`config.mk`:
```
export PLATFORM = sky130hd
export DESIGN_NAME = wave_src
export DESIGN_NICKNAME = d
export VERILOG_FILES = /design/src/rtl/wave_src.sv
export SDC_FILE = /design/constraint.sdc
export NUM_CORES = 2
export LEC_CHECK = 0
export ABC_AREA = 1
export ABC_CLOCK_PERIOD_IN_PS = 14300
export CAP_MARGIN = 0
export CORE_MARGIN = 5
export CORE_UTILIZATION = 60
export CTS_BUF_LIST = sky130_fd_sc_hd__clkbuf_4 sky130_fd_sc_hd__clkbuf_8
export CTS_CLUSTER_DIAMETER = 120
export DETAILED_ROUTE_END_ITERATION = 8
export PLACE_DENSITY = 0.8
export SLEW_MARGIN = 20
export SYNTH_ARGS = -nofsm -noshare
export SYNTH_HDL_FRONTEND = slang
export SYNTH_SLANG_ARGS = --single-unit
```
`constraint.sdc`:
```
create_clock -name tx_clk -period 14.3 [get_ports tx_clk]
set_input_delay 1.43 -clock tx_clk [delete_from_list [all_inputs] [get_ports tx_clk]]
set_output_delay 1.43 -clock tx_clk [all_outputs]
set_load 0.05 [all_outputs]
```
`src/rtl/wave_src.sv`:
```
// Waveform sample source for the AD5791 tx write port.
// A phase accumulator drives a DC/square/sawtooth/triangle shaper, followed by gain, offset and
// saturation stages. Samples are paced by a divider, held under tx_waitrequest backpressure and
// can be issued continuously or as a fixed-length burst.
module wave_src #(
  parameter int unsigned DATA_NBIT  = 20,
  parameter int unsigned PHASE_NBIT = 32,
  parameter int unsigned DIV_NBIT   = 16,
  parameter int unsigned CNT_NBIT   = 16
) (
  input  logic                  tx_clk,
  input  logic                  rst,
  input  logic                  cfg_load,
  input  logic [1:0]            cfg_wave,
  input  logic [PHASE_NBIT-1:0] cfg_freq,
  input  logic [PHASE_NBIT-1:0] cfg_phase0,
  input  logic [DATA_NBIT-1:0]  cfg_amp,
  input  logic [DATA_NBIT-1:0]  cfg_offset,
  input  logic [DIV_NBIT-1:0]   cfg_div,
  input  logic [CNT_NBIT-1:0]   cfg_nsamp,
  input  logic                  run,
  output logic                  tx_dv,
  output logic [DATA_NBIT-1:0]  tx_data,
  input  logic                  tx_waitrequest,
  output logic                  busy,
  output logic                  stall
);

  localparam int unsigned N = DATA_NBIT;

  // Full-scale constants of the N-bit two's-complement code space.
  localparam logic [N-1:0] SqPos  = {1'b0, {(N-1){1'b1}}};
  localparam logic [N-1:0] SqNeg  = {1'b1, {(N-2){1'b0}}, 1'b1};
  localparam logic [N-1:0] SatMax = {1'b0, {(N-1){1'b1}}};
  localparam logic [N-1:0] SatMin = {1'b1, {(N-1){1'b0}}};

  typedef enum logic [1:0] {StIdle, StRun, StDrain} state_e;

  state_e state_q, state_d;

  // Shadow configuration
  logic [1:0]            sh_wave_q;
  logic [PHASE_NBIT-1:0] sh_freq_q;
  logic [PHASE_NBIT-1:0] sh_phase0_q;
  logic [N-1:0]          sh_amp_q;
  logic [N-1:0]          sh_offset_q;
  logic [DIV_NBIT-1:0]   sh_div_q;
  logic [CNT_NBIT-1:0]   sh_nsamp_q;

  // Per-run copies, frozen at the IDLE to RUN transition
  logic [DIV_NBIT-1:0]   div_q;
  logic [CNT_NBIT-1:0]   nsamp_q;

  // Sequencer state
  logic [DIV_NBIT-1:0]   div_cnt_q;
  logic [PHASE_NBIT-1:0] phase_q;
  logic [CNT_NBIT-1:0]   burst_cnt_q;

  // Pipeline registers
  logic                  v1_q;
  logic signed [N-1:0]   s1_q;
  logic [N-1:0]          s1_amp_q;
  logic [N-1:0]          s1_off_q;
  logic                  v2_q;
  logic signed [N:0]     m2_q;
  logic [N-1:0]          s2_off_q;
  logic                  out_vld_q;
  logic [N-1:0]          out_data_q;

  logic                  stall_q;

  // Combinational helpers
  logic                  en;
  logic                  start;
  logic                  burst_done;
  logic                  tick;
  logic [N-1:0]          p;
  logic [N-2:0]          tri_t;
  logic [N-1:0]          shape;
  logic signed [2*N:0]   prod;
  logic signed [N:0]     m_d;
  logic signed [N:0]     sum;
  logic [N-1:0]          sat;

  // The whole datapath freezes only while a presented sample is being refused.
  assign en         = ~(out_vld_q & tx_waitrequest);
  assign start      = (state_q == StIdle) & run;
  assign burst_done = (nsamp_q != '0) && (burst_cnt_q == nsamp_q);
  assign tick       = (state_q == StRun) & en & run & ~burst_done & (div_cnt_q == div_q);

  assign tx_dv   = out_vld_q & ~tx_waitrequest;
  assign tx_data = out_data_q;
  assign busy    = (state_q != StIdle);
  assign stall   = stall_q;

  // FSM state register
  always_ff @(posedge tx_clk) begin
    if (rst) begin
      state_q <= StIdle;
    end else begin
      state_q <= state_d;
    end
  end

  // FSM next state; DRAIN exits in the same cycle the last sample is accepted
  always_comb begin
    state_d = state_q;
    case (state_q)
      StIdle: begin
        if (run) state_d = StRun;
      end
      StRun: begin
        if (!run || burst_done) state_d = StDrain;
      end
      StDrain: begin
        if (!v1_q && !v2_q && (!out_vld_q || tx_dv)) state_d = StIdle;
      end
      default: state_d = StIdle;
    endcase
  end

  // Shadow configuration capture
  always_ff @(posedge tx_clk) begin
    if (rst) begin
      sh_wave_q   <= '0;
      sh_freq_q   <= '0;
      sh_phase0_q <= '0;
      sh_amp_q    <= '0;
      sh_offset_q <= '0;
      sh_div_q    <= '0;
      sh_nsamp_q  <= '0;
    end else if (cfg_load) begin
      sh_wave_q   <= cfg_wave;
      sh_freq_q   <= cfg_freq;
      sh_phase0_q <= cfg_phase0;
      sh_amp_q    <= cfg_amp;
      sh_offset_q <= cfg_offset;
      sh_div_q    <= cfg_div;
      sh_nsamp_q  <= cfg_nsamp;
    end
  end

  // Divider, phase accumulator and burst counter
  always_ff @(posedge tx_clk) begin
    if (rst) begin
      div_q       <= '0;
      nsamp_q     <= '0;
      div_cnt_q   <= '0;
      phase_q     <= '0;
      burst_cnt_q <= '0;
    end else if (start) begin
      div_q       <= sh_div_q;
      nsamp_q     <= sh_nsamp_q;
      div_cnt_q   <= '0;
      phase_q     <= sh_phase0_q;
      burst_cnt_q <= '0;
    end else if ((state_q == StRun) && en) begin
      if (div_cnt_q == div_q) begin
        div_cnt_q <= '0;
      end else begin
        div_cnt_q <= div_cnt_q + DIV_NBIT'(1);
      end
      if (tick) begin
        phase_q     <= phase_q + sh_freq_q;
        burst_cnt_q <= burst_cnt_q + CNT_NBIT'(1);
      end
    end
  end

  // Stage 1 shaper: map the top N phase bits onto a signed sample
  always_comb begin
    p     = phase_q[PHASE_NBIT-1 -: N];
    tri_t = p[N-1] ? ~p[N-2:0] : p[N-2:0];
    shape = '0;
    case (sh_wave_q)
      2'b00: shape = '0;
      2'b01: shape = p[N-1] ? SqNeg : SqPos;
      // p - 2^(N-1) is just an MSB flip
      2'b10: shape = {~p[N-1], p[N-2:0]};
      // 2t - 2^(N-1): shift left, then flip the new MSB
      2'b11: shape = {~tri_t[N-2], tri_t[N-3:0], 1'b0};
    endcase
  end

  // Stage 2 gain (amp zero-extended so it stays non-negative) and stage 3 offset/saturate
  always_comb begin
    prod = $signed(s1_q) * $signed({1'b0, s1_amp_q});
    // |s*amp| < 2^(2N-1), so the floored quotient always fits N+1 bits
    m_d  = (N+1)'(prod >>> N);
    sum  = m2_q + $signed({s2_off_q[N-1], s2_off_q});
    if (sum[N] != sum[N-1]) begin
      sat = sum[N] ? SatMin : SatMax;
    end else begin
      sat = sum[N-1:0];
    end
  end

  // Three-stage sample pipeline; waveform parameters travel with the sample they were ticked with
  always_ff @(posedge tx_clk) begin
    if (rst) begin
      v1_q       <= 1'b0;
      s1_q       <= '0;
      s1_amp_q   <= '0;
      s1_off_q   <= '0;
      v2_q       <= 1'b0;
      m2_q       <= '0;
      s2_off_q   <= '0;
      out_vld_q  <= 1'b0;
      out_data_q <= '0;
    end else if (en) begin
      v1_q <= tick;
      if (tick) begin
        s1_q     <= shape;
        s1_amp_q <= sh_amp_q;
        s1_off_q <= sh_offset_q;
      end
      v2_q <= v1_q;
      if (v1_q) begin
        m2_q     <= m_d;
        s2_off_q <= s1_off_q;
      end
      out_vld_q <= v2_q;
      if (v2_q) begin
        out_data_q <= sat;
      end
    end
  end

  // Sticky backpressure flag; a refusal in the same cycle as cfg_load is not lost
  always_ff @(posedge tx_clk) begin
    if (rst) begin
      stall_q <= 1'b0;
    end else if (!en && (state_q != StIdle)) begin
      stall_q <= 1'b1;
    end else if (cfg_load) begin
      stall_q <= 1'b0;
    end
  end

endmodule

```
# After elaboration in Yosys (flattened, before gate mapping)

Cells that the tools add are included.
Widths: inputs -> output; s select.

Output and inout bits: 23
Bits of input ports: 143
Logic and storage cells: 92
Register bits after elaboration: 361

Reduce and logical (&&, ||, !) cells: 25
Eq/ne operators: 11
Multipliers: 1
Add/sub/neg operators: 4
Bitwise operators: 13
Multiplexer cells: 15

Operators with widths:

| operator              | number |
|---|---|
| $mux 32               | 3 |
| $pmux 20 s4           | 1 |
| $mux 20               | 3 |
| $mul 20x21->41        | 1 |
| $add 16x1->16 const B | 2 |
| $add 32x32->32        | 1 |
| $eq 16x16->1          | 2 |
| $add 21x20->21        | 1 |
| $mux 19               | 1 |
| $not 19->19           | 1 |
| $mux 16               | 1 |
| $reduce_bool 16->1    | 1 |
| $reduce_and 2->1      | 5 |
| $reduce_bool 2->1     | 4 |
| $and 1x1->1           | 7 |
| $eq 2x2->1 const B    | 3 |
| $mux 2                | 3 |
| $ne 2x2->1 const B    | 3 |
| $pmux 2 s3            | 1 |
| $logic_and 1x1->1     | 5 |
| $not 1->1             | 5 |
| $eq 2x1->1 const B    | 2 |
| $logic_not 1->1       | 4 |
| $logic_not 2->1       | 2 |
| 5 further kinds       | 7 |

# Longest topological paths before layout

Word-level depth: 9
Depth in mapped cells: 29

# Worst setup path before layout

OpenSTA, ideal clock, no wires.

Path type: reg2reg
Start point: register s1_q[19]
End point: register m2_q[10]
Buffers on the path: 2
Cell stages (with the launch flop): 26
Required time: 14.191 ns
Data arrival time: 5.626 ns
Slack: 8.565 ns
Period minus slack after synthesis: 5.735 ns
Path through: dfxtp_1 -> clkbuf_1 -> inv_1 -> clkbuf_1 -> nor2_1 -> fa_1 -> fa_1 -> fa_1 -> fa_1 -> fa_1 -> fa_1 -> inv_1 -> fa_1 -> inv_1 -> ha_1 -> nand2_1 -> nor2_1 -> nand2_1 -> nor2_1 -> nand2_1 -> nand3_1 -> nand3_1 -> nand3_1 -> nand3_1 -> nand2_1 -> inv_1

Cells in the longest elaborated chain, start to end: 1

Ends and longest elaborated chain:

| what                   | RTL line | text |
|---|---|---|
| start, declared        | 61       | `logic signed [N-1:0] s1_q;` |
| start signal, assigned | 213      | `s1_q <= shape;` |
| $mul 20x21->41         | 187      | `prod = $signed(s1_q) * $signed({1'b0, s1_amp_q});` |
| end signal, assigned   | 219      | `m2_q <= m_d;` |
| end, declared          | 65       | `logic signed [N:0] m2_q;` |

Every way passes these cells.
A chain may end at the register's enable or synchronous reset.

# Worst setup path after layout

Start point: register s1_q[5]
End point: register m2_q[10]

The elaborated chain is that of the path after synthesis.

==> summary.md <==
| Metric | Value |
|---|---|
| Leakage power | `0.0185 uW` |
| Sequential share of power | `44.7%` |
| Psw | `674 uW` |
| Dpl hpwl | `67.7 mm` |
| Distinct cell type count after synthesis | `47` |
| Worst EP required | `14.85 ns` |
| Cell Pwr Density | `68.9 nW/um^2` |
| Max_slew headroom | `22.2%` |
| Wire per inst | `17.2 um` |
| Cts hold-fix bufs | `0` |
| Layout Cells excl Fill | `5328` |
| DP Worst Slack | `7.60 ns` |
| Initial antenna violation count | `2` |
| Avg Cell Area, Syn | `7.03 um^2` |
| Worst Tran Pin Value | `1.16 ns` |
| Worst path arrival time | `7.36 ns` |
| DRC viols | `0` |
| Most common cell after layout, fill and taps aside | `nand2_1` |
| Fraction of layout cells with a size suffix above 1 | `3.82%` |
| Critical path's most frequent cell | `fa_1` |
| Number of buffers added on ports | `165` |
| CP Class | `reg -> reg` |
| Worst path max stage delay | `1.04 ns` |
| Final hold violations | `0` |
| CORE AREA | `52700 um^2` |
| Grt ovf | `0` |
| HP Class | `reg -> reg` |
| DRT Pass-1 Iters | `6` |
| Max IR drop VDD | `0.0000933 V` |
| Initial DRC count | `2477` |
| Clk root buf | `clkbuf_8` |
| Predominant post-synthesis flop cell | `dfxtp_1` |
| DR vias | `29.2k` |
| Synthesis-stage register bit count | `361` |
| Register area share after synthesis | `22.6%` |
| # rows | `84` |
| Syn nets | `5230` |
| Combinational share of power | `10.2%` |
| CP Launch Type | `flip-flop` |
| Final setup fails | `0` |
| Pin count of the biggest net entering global routing | `133` |
| Worst setup margin | `7.48 ns` |
| Status | `complete, no violations` |
| Switching power share of the total | `27.8%` |
| CTS Buf Count | `67` |
| Crit-path cells | `nand2_1 -> fa_1 -> fa_1 -> fa_1 -> inv_1 -> fa_1 -> fa_1 -> fa_1 -> inv_1 -> fa_1 -> inv_1 -> ha_1 -> nand2_1 -> nor2_1 -> nand2_1 -> nor2_1 -> nand2_1 -> nand3_1 -> nand3_1 -> nand3_1 -> nand3_1 -> nand2_1 -> inv_1` |
| Post-CTS setup buffer count | `0` |
| Yosys warns | `0` |
| H-tree levels | `3` |
| Die W | `241 um` |
| Vias in the first global route | `28.8k` |
| First-pass GRT wire length | `148 mm` |
| Die Y | `241 um` |
| Initial Utilization | `60.6%` |
| Final Cycle Share | `47.7%` |
| Clk pwr share | `45.2%` |
| CTS clk-pin slew, worst paths | `0.06 ns` |
| Fillers | `4602` |
| Post-Synthesis Cells | `4542` |
| Final #Nets | `5275` |
| Reg2Reg Setup Slack | `7.48 ns` |
| I/O Pins | `166` |
| Critical path endpoint category | `flip-flop` |
| Slowest stage cell, crit path | `dfxtp_1` |
| Final WL | `91.6 mm` |
| Fin crit period | `6.82 ns` |
| Worst skew pair latency | `0.68 ns` |
| RSZ-0062 raised after global routing | `no` |
| Fin Setup TNS | `0 ns` |
| DP Cell Count | `5206` |
| Max-cap violation count | `0` |
| Fmax | `147 MHz` |
| CTS tree | `built` |
| Post-CTS sizing | `0` |
| Avg Vias per Cell | `5.47` |
| Cell Area, Synth | `31900 um^2` |
| Slew Limit Fails | `0` |
| Max FO, Critical Path | `21` |
| Area growth syn-to-layout | `10.2%` |
| Routed Antenna Nets | `0` |
| Total track usage | `31.9%` |
| Die area | `57900 um^2` |
| Total clock sinks | `361` |
| Post-synth EDFFs | `0` |
| GP Congestion | `0.973` |
| Most frequent cells in the layout | `1052 x nand2_1, 814 x inv_1, 602 x nor2_1` |
| Hold_ws | `0.461 ns` |
| Ys async rst share | `0%` |
| Worst clock skew | `0.0412 ns` |
| Internal power | `1750 uW` |
| Clock buffer depth | `3` |
==> worst paths after layout <==
check	from	end	depth (start not counted)
worst max-delay path	s1_q[5]$_SDFFE_PP0P_	m2_q[10]$_SDFFE_PP0P_	23
worst min-delay path	sh_offset_q[8]$_SDFFE_PP0P_	s1_off_q[8]$_SDFFE_PP0P_	2
worst max register to register	s1_q[5]$_SDFFE_PP0P_	m2_q[10]$_SDFFE_PP0P_	23
worst min register to register	sh_offset_q[8]$_SDFFE_PP0P_	s1_off_q[8]$_SDFFE_PP0P_	2
==> metal layers <==
metal / GRT usage [%] / wire length, um / vias up
met2: 51.3 / 41200 / 1282
met3: 5.75 / 7880 / 286
met5: 0 / 0 / -
li1: - / - / 14000
met4: 14.4 / 4630 / 0
met1: 42.3 / 37900 / 13600
==> cells in the mapped netlist, types with 2 or more instances <==
master	instances	area share, %
a21o_1	6	0.14
nand4_1	29	0.57
and2_1	2	0.039
xor2_1	48	1.3
buf_1	10	0.12
a31oi_1	15	0.29
a21oi_1	239	3.7
nor2_2	2	0.039
a21boi_0	5	0.12
o21bai_1	5	0.12
nor2_1	603	7.1
nor4_1	5	0.098
nand3_1	174	2.7
xnor2_1	25	0.69
nand3b_1	12	0.28
o211ai_1	2	0.047
o21ai_0	306	4.8
nand2_2	7	0.14
clkbuf_1	171	2.0
buf_4	9	0.21
nor2_4	3	0.11
o21a_1	2	0.047
inv_1	816	9.6
nand2_1	1052	12
or2_2	13	0.25
nor3b_1	3	0.071
buf_6	4	0.14
nor3_1	34	0.53
ha_1	223	8.7
fa_1	322	20
dfxtp_1	361	23
inv_2	7	0.082
buf_2	6	0.094
o21ai_1	8	0.13
==> per-stage QoR <==
| step | util (%) | power, uW | instance area [um^2] |
|---|---|---|---|
| after global routing | 66.8 | 2520 | 35200 |
| final | 66.8 | 2420 | 35200 |
| after global placement | 64.0 | 1340 | 33700 |
| after CTS | 66.8 | 2440 | 35200 |
| after detailed placement | 64.0 | 1340 | 33700 |
| after floorplan | - | 1250 | 31900 |
==> critical path: cells and delay by family, from the launching register on <==
| family | cells | cell delay (ns) |
|---|---|---|
| fa+ha+maj | 8 | 3.93 |
| flops | 1 | 1.04 |
| simple gates | 11 | 1.51 |
| buf+inv | 4 | 0.21 |
==> power by group through the flow <==
stage	sequential [uW]	combinational, uW	clock [uW]
2_1_floorplan	1090	158	0
5_1_grt	1090	275	1160
3_3_place_gp	1100	239	0
6_report	1080	246	1090
4_1_cts	1080	245	1110
3_5_place_dp	1100	242	0
==> kinds of logic (layout without fill, tap and decap cells) <==
kind of cell,Yosys count,count (layout),synth area share (%)
other cells,0,2,0
compound gates,593,593,9.57
fa+ha+maj,545,545,28.9
flops,361,361,22.6
xor+xnor,73,73,2.00
buf+inv,1024,1120,12.3
simple gates,1946,1946,24.6
==> cell type report <==
type,count,area (um^2),area share [%]
diodes,2,5.00,0.0142
clock inverters,16,184,0.523
clock buffers,104,1280,3.64
well taps,688,861,2.45
flip-flops and latches,361,7230,20.6
multi-input cells,3157,20800,59.1
inverters,824,3100,8.82
repair buffers,176,1730,4.92
==> sequential cells by signal (all words and copies together) (netlist names), 20 cells and up <==
name and count:
phase_q 32, sh_freq_q 32, sh_phase0_q 32, m2_q 21
s1_amp_q 20, s1_off_q 20, s1_q 20, s2_off_q 20
sh_amp_q 20, sh_offset_q 20, tx_data 20
Power figures use the tool's default switching activity.
